## config.mk

```make
export PLATFORM = sky130hd
export DESIGN_NAME = hwag_coil_sched
export DESIGN_NICKNAME = d
export VERILOG_FILES = /design/src/rtl/hwag_pkg.sv /design/src/rtl/hwag_coil_channel.sv /design/src/rtl/hwag_coil_sched.sv
export SDC_FILE = /design/constraint.sdc
export NUM_CORES = 1
export LEC_CHECK = 0
export CORE_AREA = 2 2 263 265
export DETAILED_ROUTE_END_ITERATION = 8
export DIE_AREA = 0 0 265 267
export DONT_BUFFER_PORTS = 1
export PLACE_DENSITY_LB_ADDON = 0.2
export SYNTH_ARGS = -nofsm -noshare
export SYNTH_HDL_FRONTEND = slang
export SYNTH_SLANG_ARGS = --single-unit
```

## constraint.sdc

```tcl
create_clock -name clk -period 2.45 [get_ports clk]
set_input_delay 0.3675 -clock clk [delete_from_list [all_inputs] [get_ports clk]]
set_output_delay 0.3675 -clock clk [all_outputs]
set_load 0.005 [all_outputs]
```

## src/rtl/hwag_pkg.sv

```systemverilog
// hwag_pkg: shared types and constants for the HWAG coil scheduler.
//   coil_state_t  - per-channel coil FSM state
//   HWA_ACNT_W    - default angle count width
//   HWA_ACNT_MAX  - default last angle value before wrap to 0
package hwag_pkg;

    localparam int HWA_ACNT_W   = 24;
    localparam int HWA_ACNT_MAX = 3839;

    typedef enum logic [1:0] {
        OFF,
        ARMED,
        DWELL,
        HOLDOFF
    } coil_state_t;

endpackage

```

## src/rtl/hwag_coil_channel.sv

```systemverilog
// hwag_coil_channel: one coil channel. Holds the FSM, the dwell timeout
// counter, the active/pending angle pairs and the commit logic.
// Ports:
//   clk, rst          - clock, synchronous active-high reset
//   hwag_start        - generator synchronised; low forces the coil off
//   acnt, acnt_ena    - angle count and its new-value strobe
//   wr, wr_set/reset  - validated write of this channel's pending pair
//   max_dwell         - dwell limit in clk cycles (0 disables)
//   coil_out          - registered coil drive
//   overrun           - sticky dwell-timeout flag
//   pending           - pending pair not yet committed
module hwag_coil_channel
    import hwag_pkg::*;
#(
    parameter int ACNT_WIDTH = HWA_ACNT_W,
    parameter int TMO_WIDTH  = 24
) (
    input  logic                  clk,
    input  logic                  rst,
    input  logic                  hwag_start,
    input  logic [ACNT_WIDTH-1:0] acnt,
    input  logic                  acnt_ena,
    input  logic                  wr,
    input  logic [ACNT_WIDTH-1:0] wr_set,
    input  logic [ACNT_WIDTH-1:0] wr_reset,
    input  logic [TMO_WIDTH-1:0]  max_dwell,
    output logic                  coil_out,
    output logic                  overrun,
    output logic                  pending
);

    coil_state_t           state_q, state_d;
    logic [ACNT_WIDTH-1:0] set_act, reset_act, set_pnd, reset_pnd;
    logic [TMO_WIDTH-1:0]  dwell_cnt;
    logic                  defer_q;

    logic wrap, set_hit, reset_hit, timeout, in_dwell, commit;

    assign wrap      = acnt_ena && (acnt == '0);
    // Equal set/reset angles mean the channel is disabled and never fires.
    assign set_hit   = acnt_ena && (acnt == set_act) && (set_act != reset_act);
    assign reset_hit = acnt_ena && (acnt == reset_act);
    assign timeout   = (max_dwell != '0) && (dwell_cnt == max_dwell);
    assign in_dwell  = (state_q == DWELL);

    // A coil is never re-timed mid-dwell: a wrap seen while dwelling is
    // remembered in defer_q and the commit happens once DWELL is left.
    assign commit = pending && (!hwag_start || (!in_dwell && (wrap || defer_q)));

    // NOTE: every variable in an always_comb gets a default first so no latch is inferred.
    always_comb begin
        state_d = state_q;
        if (!hwag_start) begin
            state_d = OFF;
        end else begin
            unique case (state_q)
                OFF:     state_d = ARMED;
                ARMED:   if (set_hit) state_d = DWELL;
                // The reset-angle match takes priority over a coincident timeout.
                DWELL:   if (reset_hit)    state_d = ARMED;
                         else if (timeout) state_d = HOLDOFF;
                HOLDOFF: if (reset_hit) state_d = ARMED;
                default: state_d = OFF;
            endcase
        end
    end

    // NOTE: sequential state uses non-blocking assignments only, so every
    // register samples the pre-edge values regardless of statement order.
    always_ff @(posedge clk) begin
        if (rst) begin
            // NOTE: the angle pair registers are reset too, because a
            // channel must come out of reset disabled (0/0), not with stale angles.
            state_q   <= OFF;
            coil_out  <= 1'b0;
            overrun   <= 1'b0;
            pending   <= 1'b0;
            defer_q   <= 1'b0;
            dwell_cnt <= '0;
            set_act   <= '0;
            reset_act <= '0;
            set_pnd   <= '0;
            reset_pnd <= '0;
        end else begin
            state_q  <= state_d;
            coil_out <= (state_d == DWELL);

            if (state_d == DWELL && !in_dwell) begin
                dwell_cnt <= '0;
            end else if (in_dwell && dwell_cnt != '1) begin
                dwell_cnt <= dwell_cnt + 1'b1;
            end

            if (!hwag_start || commit) begin
                defer_q <= 1'b0;
            end else if (wrap && in_dwell && pending) begin
                defer_q <= 1'b1;
            end

            // Commit first, write second: on a collision the active pair
            // takes the old pending pair and the new one stays pending.
            if (commit) begin
                set_act   <= set_pnd;
                reset_act <= reset_pnd;
                pending   <= 1'b0;
            end
            if (wr) begin
                set_pnd   <= wr_set;
                reset_pnd <= wr_reset;
                pending   <= 1'b1;
            end

            if (in_dwell && state_d == HOLDOFF) begin
                overrun <= 1'b1;
            end else if (wr) begin
                overrun <= 1'b0;
            end
        end
    end

endmodule

```

## src/rtl/hwag_coil_sched.sv

```systemverilog
// hwag_coil_sched: multi-channel coil driver downstream of the HWAG angle
// generator. Range-checks and decodes configuration writes and instantiates
// one hwag_coil_channel per coil.
// Ports:
//   clk, rst              - clock, synchronous active-high reset
//   hwag_start            - generator synchronised; low forces all coils off
//   acnt, acnt_ena        - angle count and new-value strobe
//   cfg_wr, cfg_ch        - angle pair write strobe and target channel
//   cfg_set, cfg_reset    - set (dwell start) and reset (spark) angles
//   max_dwell             - shared dwell limit in clk cycles, 0 disables
//   coil_out, overrun     - coil drives and sticky timeout flags
//   cfg_pending, cfg_err  - uncommitted pairs and rejected-write pulse
module hwag_coil_sched
    import hwag_pkg::*;
#(
    parameter int CHANNELS   = 4,
    parameter int ACNT_WIDTH = HWA_ACNT_W,
    parameter int ACNT_MAX   = HWA_ACNT_MAX,
    parameter int TMO_WIDTH  = 24,
    localparam int CH_W      = (CHANNELS > 1) ? $clog2(CHANNELS) : 1
) (
    input  logic                  clk,
    input  logic                  rst,
    input  logic                  hwag_start,
    input  logic [ACNT_WIDTH-1:0] acnt,
    input  logic                  acnt_ena,
    input  logic                  cfg_wr,
    input  logic [CH_W-1:0]       cfg_ch,
    input  logic [ACNT_WIDTH-1:0] cfg_set,
    input  logic [ACNT_WIDTH-1:0] cfg_reset,
    input  logic [TMO_WIDTH-1:0]  max_dwell,
    output logic [CHANNELS-1:0]   coil_out,
    output logic [CHANNELS-1:0]   overrun,
    output logic [CHANNELS-1:0]   cfg_pending,
    output logic                  cfg_err
);

    localparam logic [ACNT_WIDTH-1:0] ANGLE_LIMIT = ACNT_WIDTH'(ACNT_MAX);

    logic wr_ok;

    assign wr_ok = (cfg_set <= ANGLE_LIMIT) && (cfg_reset <= ANGLE_LIMIT) &&
                   (32'(cfg_ch) < 32'(CHANNELS));

    always_ff @(posedge clk) begin
        if (rst) begin
            cfg_err <= 1'b0;
        end else begin
            cfg_err <= cfg_wr && !wr_ok;
        end
    end

    for (genvar i = 0; i < CHANNELS; i++) begin : g_ch
        logic wr_ch;
        assign wr_ch = cfg_wr && wr_ok && (cfg_ch == CH_W'(i));

        hwag_coil_channel #(
            .ACNT_WIDTH (ACNT_WIDTH),
            .TMO_WIDTH  (TMO_WIDTH)
        ) u_ch (
            .clk        (clk),
            .rst        (rst),
            .hwag_start (hwag_start),
            .acnt       (acnt),
            .acnt_ena   (acnt_ena),
            .wr         (wr_ch),
            .wr_set     (cfg_set),
            .wr_reset   (cfg_reset),
            .max_dwell  (max_dwell),
            .coil_out   (coil_out[i]),
            .overrun    (overrun[i]),
            .pending    (cfg_pending[i])
        );
    end

endmodule

```

==> results of run 1 <==
==> layer usage <==
layer / up-vias / global-route usage (%) / part of all wire [%]
met1: 9494 / 29.8 / 45
met4: 12 / 5.74 / 2.4
li1: 9275 / - / -
met5: - / 0 / 0.092
met3: 133 / 6.47 / 9.4
met2: 617 / 33.8 / 43
==> cells in the mapped netlist, drive strengths merged, types with 4 or more instances <==
cell type / n / share of area [%]
xor2: 206 / 7.7
nand2b: 5 / 0.13
nor3b: 4 / 0.13
ha: 4 / 0.21
dfxtp: 505 / 43
inv: 12 / 0.19
o41ai: 4 / 0.23
nand4b: 5 / 0.19
nand4: 91 / 2.5
and3: 12 / 0.32
nor4b: 4 / 0.18
o21ai: 200 / 4.3
nor2b: 11 / 0.29
xnor2: 268 / 10
buf: 90 / 2.6
mux2i: 97 / 4.1
a21oi: 212 / 4.6
nor2: 222 / 3.5
clkbuf: 129 / 2.1
nand3: 229 / 4.9
nor4: 78 / 2.2
a211oi: 7 / 0.24
o21a: 7 / 0.22
and2: 101 / 2.7
and4: 18 / 0.72
nand2: 44 / 0.70
a21boi: 5 / 0.16
nor3: 26 / 0.55
==> area by class of cell <==
type                            instances  share of cell area [%]
Timing Repair Buffer                  258                    9.34
Tap cell                              882                    3.94
Inverter                               12                   0.161
Sequential cell                       505                    36.2
Multi-Input combinational cell       1896                    44.1
Clock buffer                           75                    5.51
Clock inverter                         21                   0.765
Antenna cell                            5                  0.0447
==> state kept, by name (all words and copies together), names as in the netlist <==
name,count
g_ch.u_ch.pending,4
g_ch.u_ch.reset_pnd,96
g_ch.u_ch.coil_out,4
g_ch.u_ch.defer_q,4
g_ch.u_ch.state_q,8
g_ch.u_ch.set_pnd,96
g_ch.u_ch.overrun,4
g_ch.u_ch.dwell_cnt,96
cfg_err,1
g_ch.u_ch.set_act,96
g_ch.u_ch.reset_act,96
==> layout by cell type, fill, tap and decap left out, drive strengths merged, types with 7 or more instances in the layout <==
master	netlist	layout
nor3	26	26
o21a	7	7
and3	12	12
dfxtp	505	505
nor4	78	78
xnor2	268	268
and2	101	101
o21ai	200	200
clkinv	0	14
clkbuf	129	75
a21oi	212	212
nand2	44	44
nor2b	11	11
and4	18	18
nor2	222	222
buf	90	51
xor2	206	206
nand4	91	91
a211oi	7	7
inv	12	13
nand3	229	229
dlygate4sd3	0	207
mux2i	97	97
==> power by group <==
group | leakage (uW) | switching (uW) | internal (uW) | total [uW]
Clock | 0.000867 | 3510 | 4700 | 8210
Sequential | 0.00407 | 3.89 | 8210 | 8220
Combinational | 0.00588 | 362 | 246 | 608
Total | 0.0108 | 3880 | 13200 | 17000
==> worst max-delay path by stage <==
stage / start / to / slack (ps) / cells past startpoint
after floorplan: acnt[7] / g_ch[0].u_ch.reset_act[10]$_SDFFE_PP0P_ / 510 / 9
after global placement: cfg_set[11] / g_ch[1].u_ch.reset_pnd[21]$_SDFFE_PP0P_ / 90 / 6
after detailed placement: max_dwell[1] / g_ch[1].u_ch.coil_out$_SDFF_PP0_ / 210 / 7
after CTS: g_ch[3].u_ch.set_act[12]$_SDFFE_PP0P_ / g_ch[3].u_ch.state_q[0]$_SDFF_PP0_ / 30 / 7
after global routing: g_ch[3].u_ch.set_act[12]$_SDFFE_PP0P_ / g_ch[3].u_ch.state_q[0]$_SDFF_PP0_ / -9 / 8
final: g_ch[3].u_ch.dwell_cnt[3]$_SDFFE_PP0P_ / g_ch[3].u_ch.state_q[0]$_SDFF_PP0_ / 60 / 8
==> critical path: stages, from the launching register on <==
cell and delay [ps]:
dfxtp_1 480, xor2_1 110, nor4_1 320, nand4_1 140
o41ai_1 310, buf_4 200, o21ai_0 70, nor3_1 130
dlygate4sd3_1 560
==> repair_timing <==
action / 4_1_cts / 5_1_grt
setup endpoints to repair: 0 / 6
buffers inserted: 0 / 1
hold buffers: 208 / 0
hold endpoints to repair: 297 / 0
gates resized for setup: 0 / 2
==> cell families after synthesis <==
kind of cell    synth area share (%)
fa+ha+maj                      0.213
xor+xnor                        17.6
mux                             4.12
compound gates                  10.6
flops                           42.9
simple gates                    19.6
buf+inv                         4.89
==> metrics by stage <==
| step | cells | hold WS (ps) | util (%) | setup slack [ps] |
|---|---|---|---|---|
| 2_1_floorplan | 2632 | 426 | - | 513 |
| 3_5_place_dp | 3344 | 445 | 35.4 | 208 |
| 6_report | 3654 | 102 | 41.1 | 62.7 |
| 5_1_grt | 3652 | 92.8 | 41.1 | -8.58 |
| 3_3_place_gp | 3344 | 441 | 35.4 | 90.4 |
| 4_1_cts | 3648 | 28.5 | 41.1 | 28.2 |
==> results.md, run 1 <==
- Gr usage total: 21.9%
- Worst hold path stage count: 2
- Share of synthesized flip-flops with an asynchronous set or reset: 0%
- Rel. slew slack: 40.9%
- Share of layout cells above drive strength 1: 6.43%
- Syn Nets: 2739
- Design Area, Final: 0.0280 mm2
- Max cap viols: 0
- Sequential fraction of the synthesis area: 42.9%
- F_max: 419 MHz
- Hold WC Path Type: in -> reg
- Run status: completed
- Vias in the first global route: 19500
- R2R cell count: 8
- CTS root buffer: clkbuf_16
- Final WL: 78.0 mm
- Worst setup EP type: register
- HP Start: hwag_start
- Initial antenna violation count: 9
- Slew Limit Fails: 0
- Max clock buf depth: 3
- Grt total ovfl: 0
- Storage cell area: 0.0101 mm2
- Final Hold Fails: 0
- CTS tree: built
- Worst Path Arrival: 2940 ps
- Routability-driven placement congestion ratio: 0.874
- Die Area: 0.0708 mm2
- Wire length per cell: 21.4 um
- Max VDD drop: 0.485 mV
- Worst Path Max Fanout: 6
- Drt first pass iters: 6
- IO Pins: 116
- Pwr Total: 17000 uW
- Htree depth: 2
- Post-synth EDFFs: 0
- Final setup fails: 0
- CORE AREA: 0.0680 mm2
- Critical R2R Launch: g_ch[3].u_ch.dwell_cnt[3]$_SDFFE_PP0P_
- Die W: 265 um
- Area after DPL: 0.0241 mm2
- Post-route DRC: 0
- Yosys cell types: 72
- Die H: 267 um
- Post-layout net count: 2834
- Clock slew at reported path FFs: 60 ps
- Power Density: 609 mW/mm2
- Worst Tran Pin Value: 882 ps
- Via density: 5.35
- Synthesized instance count: 2632
- Initial Util: 34.6%
- Routed via count: 19500
- IO Port Bufs: 0
- Synth warn: 0
- Crit start category: register
- R2R setup slack: 60 ps
- CTS buffer count: 54
- Mapped Area: 0.0235 mm2
- Area Growth Syn to Fin: 18.8%
- Multi-input gate area: 0.0123 mm2
- Synthesized flop and latch total: 505
- R2R Path End: g_ch[3].u_ch.state_q[0]$_SDFF_PP0_
- Period utilization: 97.4%
- Clock sink count: 505
- Min cycle time layout: 2390 ps
- Site Rows: 96
- Detail Route Antenna Nets: 0
- Filler instances: 6771
- Avg Inst Size Synth: 8.95 um2
- Largest net degree at the start of global routing: 194
- WHS Endpoint: g_ch[1].u_ch.state_q[0]$_SDFF_PP0_
- Global-route wire length before repair: 120 mm
- Initial drt markers: 1579
- Dpl hpwl: 50.1 mm
- Sum Neg Setup Slack: 0 ps
- Final Skew: 38.4 ps
- Top FF cell, synth: dfxtp_1
- Crit Path Class: reg -> reg
- Clock Latency Late Sink: 630 ps
- Leakage: 0.0108 uW
- CP Data Required Time: 3010 ps
(Power assumes the default switching activity.)
==> run 2: changes to the inputs <==
--- a/config.mk
+++ b/config.mk
@@ -6,6 +6,7 @@
 export NUM_CORES = 1
 export LEC_CHECK = 0
 export CORE_AREA = 2 2 263 265
+export CTS_BUF_LIST = sky130_fd_sc_hd__clkbuf_8 sky130_fd_sc_hd__clkbuf_16
 export DETAILED_ROUTE_END_ITERATION = 8
 export DIE_AREA = 0 0 265 267
 export DONT_BUFFER_PORTS = 1
==> run 2 against run 1 <==
Fmax grew 0.85%. Clock power decreased by 0.5%. Core utilization barely moved. Critical path type unchanged. Non-clock buffer count unchanged.
==> results.md, run 2 (same netlist as run 1, synthesis figures left out) <==
- Clock slew at reported path FFs: 60 ps (about the same)
- Leakage: 0.0109 uW (+0.38%)
- Initial antenna violation count: 9 (unchanged)
- Min cycle time layout: 2370 ps (-20.0 ps)
- Final Skew: 36.6 ps (-1.86 ps)
- Run status: completed
- Final Hold Fails: 0 (unchanged)
- P_sw: 3880 uW (about the same)
- Max VDD drop: 0.486 mV (+0.23%)
- Final WS setup: 82.7 ps (+20.0 ps)
- Power Density: 608 mW/mm2 (-0.25%)
- Routed via count: 19500 (-0.22%)
- Most frequent cells in the layout: dfxtp_1 (501), xnor2_1 (268), nand3_1 (228)
- Dpl hpwl: 50.1 mm (unchanged)
- Slew Limit Fails: 0 (unchanged)
- Final setup fails: 0 (unchanged)
- Crit start category: register
- Clock Latency Late Sink: 630 ps (about the same)
- Clk network pwr share: 48.1% (about the same)
- Initial drt markers: 1402 (-11%)
- Post-route DRC: 0 (unchanged)
- Cell-internal power: 13100 uW (-0.32%)
- R2R setup slack: 80 ps (+20 ps)
- Sw frac: 22.8% (+0.045 points)
- CP Data Required Time: 3010 ps (about the same)
- Die W: 265 um (unchanged)
- Worst Path Arrival: 2920 ps (-20 ps)
- Die H: 267 um (unchanged)
- Drt first pass iters: 5 (-1)
- Global-route wire length before repair: 120 mm (about the same)
- Critical Path Start: g_ch[3].u_ch.dwell_cnt[3]$_SDFFE_PP0P_
- F_max: 422 MHz (+0.85%)
- Reg power frac: 48.4% (+0.2 points)
- Gr usage total: 21.9% (about the same)
- CP delay by family, top: buffers and inverters
- Final WL: 78.0 mm (about the same)
- Critical Path Stages: 8 (unchanged)
- Worst Path Buf+Inv: 2 (unchanged)
- Critical R2R Launch: g_ch[3].u_ch.dwell_cnt[3]$_SDFFE_PP0P_
- Hold WC Path Type: in -> reg
- Grt total ovfl: 0 (unchanged)
- Site Rows: 96 (unchanged)
- Max incr delay on CP: 560 ps (about the same)
- Worst Path Max Fanout: 6 (unchanged)
- Wire length per cell: 21.4 um (about the same)
- Htree depth: 2 (unchanged)
- Max clock buf depth: 3 (unchanged)
- Clock sink count: 505 (unchanged)
- Crit Path Class: reg -> reg
- Post-place setup slack: 208 ps (unchanged)
- Cell Chain, Critical Path: xor2_1, nor4_1, nand4_1, o41ai_1, buf_4, o21ai_0, nor3_1, dlygate4sd3_1
- CTS root buffer: clkbuf_16
- Worst setup EP type: register
- Most common cell after layout, fill and taps aside: dfxtp_1
- Crit path to: g_ch[3].u_ch.state_q[0]$_SDFF_PP0_
- Max cap viols: 0 (unchanged)
- IO Pins: 116 (unchanged)
- Largest net degree at the start of global routing: 194 (unchanged)
- Vias in the first global route: 19500 (+0.057%)
- R2R cell count: 8 (unchanged)
- Routability-driven placement congestion ratio: 0.874 (unchanged)
- CTS tree: built
- Min Hold Slack: 100 ps (-1.09 ps)
- Detail Route Antenna Nets: 0 (unchanged)
- Combinational Power Share: 3.6% (about the same)
- Area Growth Syn to Fin: 18.8% (about the same)
- Critical-path top delay cell: dlygate4sd3_1
- Share of layout cells above drive strength 1: 6.43% (unchanged)
- Period utilization: 96.6% (-0.82 points)
- Die Area: 0.0708 mm2 (unchanged)
- Rel. slew slack: 41.9% (+1.0 points)
- R2R Path End: g_ch[3].u_ch.state_q[0]$_SDFF_PP0_
- Post-layout net count: 2834 (unchanged)
- CORE AREA: 0.0680 mm2 (unchanged)
- CTS buffer count: 54 (unchanged)
- Initial Util: 34.6% (unchanged)
- IO Port Bufs: 0 (unchanged)
- Via density: 5.33 (-0.19%)
- Worst Tran Pin Value: 867 ps (-15.3 ps)
-- run 2: cell types whose count changed in the layout (fill, tap and decap cells not counted), sizes merged --
cell / before / now
clkbuf: 75 / 65
inv: 13 / 23
diode: 5 / 4
-- run 2: what timing repair did --
item,CTS,global route
resized for setup,0,2
endpoints found under the setup margin,0,6
endpoints found under the hold margin,297,0
setup buffers,0,1
hold buffers,208,0
-- run 2: how the worst min path moves through the flow --
stage | cells past startpoint | from | endpoint
floorplan | 2 | g_ch[2].u_ch.overrun$_SDFFE_PP0P_ | g_ch[2].u_ch.overrun$_SDFFE_PP0P_
global placement | 1 | g_ch[2].u_ch.set_pnd[17]$_SDFFE_PP0P_ | g_ch[2].u_ch.set_pnd[17]$_SDFFE_PP0P_
detailed placement | 1 | g_ch[2].u_ch.reset_pnd[16]$_SDFFE_PP0P_ | g_ch[2].u_ch.reset_pnd[16]$_SDFFE_PP0P_
CTS | 1 | rst | g_ch[1].u_ch.state_q[0]$_SDFF_PP0_
global route | 2 | hwag_start | g_ch[1].u_ch.state_q[0]$_SDFF_PP0_
finish | 2 | hwag_start | g_ch[1].u_ch.state_q[0]$_SDFF_PP0_
-- run 2: layout make-up --
type	instances	area [um2]
inverters	12	45.0
diodes	4	10.0
repair buffers	258	2610
clock inverters	31	251
multi-input cells	1896	12300
flip-flops and latches	505	10100
well taps	882	1100
fillers	6767	40000
clock buffers	65	1500
-- run 2: layer usage --
| layer | up-vias | global-route usage [%] | wire, um | share of wire [%] |
|---|---|---|---|---|
| met5 | - | 0 | 72 | 0.092 |
| met3 | 128 | 6.36 | 7300 | 9.4 |
| met4 | 12 | 5.59 | 1780 | 2.3 |
| met1 | 9442 | 29.9 | 35100 | 45 |
| met2 | 631 | 33.9 | 33700 | 43 |
| li1 | 9275 | - | - | - |
-- run 2: metrics by stage --
stage | instances | setup TNS (ps) | total power [uW] | util (%) | instance area [um2]
2_1_floorplan | 2632 | 0 | 8950 | - | 23500
3_3_place_gp | 3344 | 0 | 8870 | 35.4 | 24100
3_5_place_dp | 3344 | 0 | 8870 | 35.4 | 24100
4_1_cts | 3648 | 0 | 17200 | 41.1 | 27900
5_1_grt | 3652 | -8.58 | 17500 | 41.1 | 28000
6_report | 3653 | 0 | 17000 | 41.1 | 28000
-- run 2: power by group through the flow --
stage | Sequential (uW) | Clock (uW) | Combinational [uW]
5_1_grt | 8210 | 8680 | 653
3_5_place_dp | 8400 | 0 | 473
3_3_place_gp | 8400 | 0 | 472
4_1_cts | 8220 | 8360 | 606
2_1_floorplan | 8400 | 0 | 551
6_report | 8220 | 8170 | 607
-- run 2: worst reg2reg max path: cells and delay by family (launching register included) --
family	cells	cell delay [ps]
AOI/OAI and AO/OA	2	370
xor gates and xnor gates	1	110
buffers and inverters	2	760
DFF	1	480
and+or+nand+nor	3	590
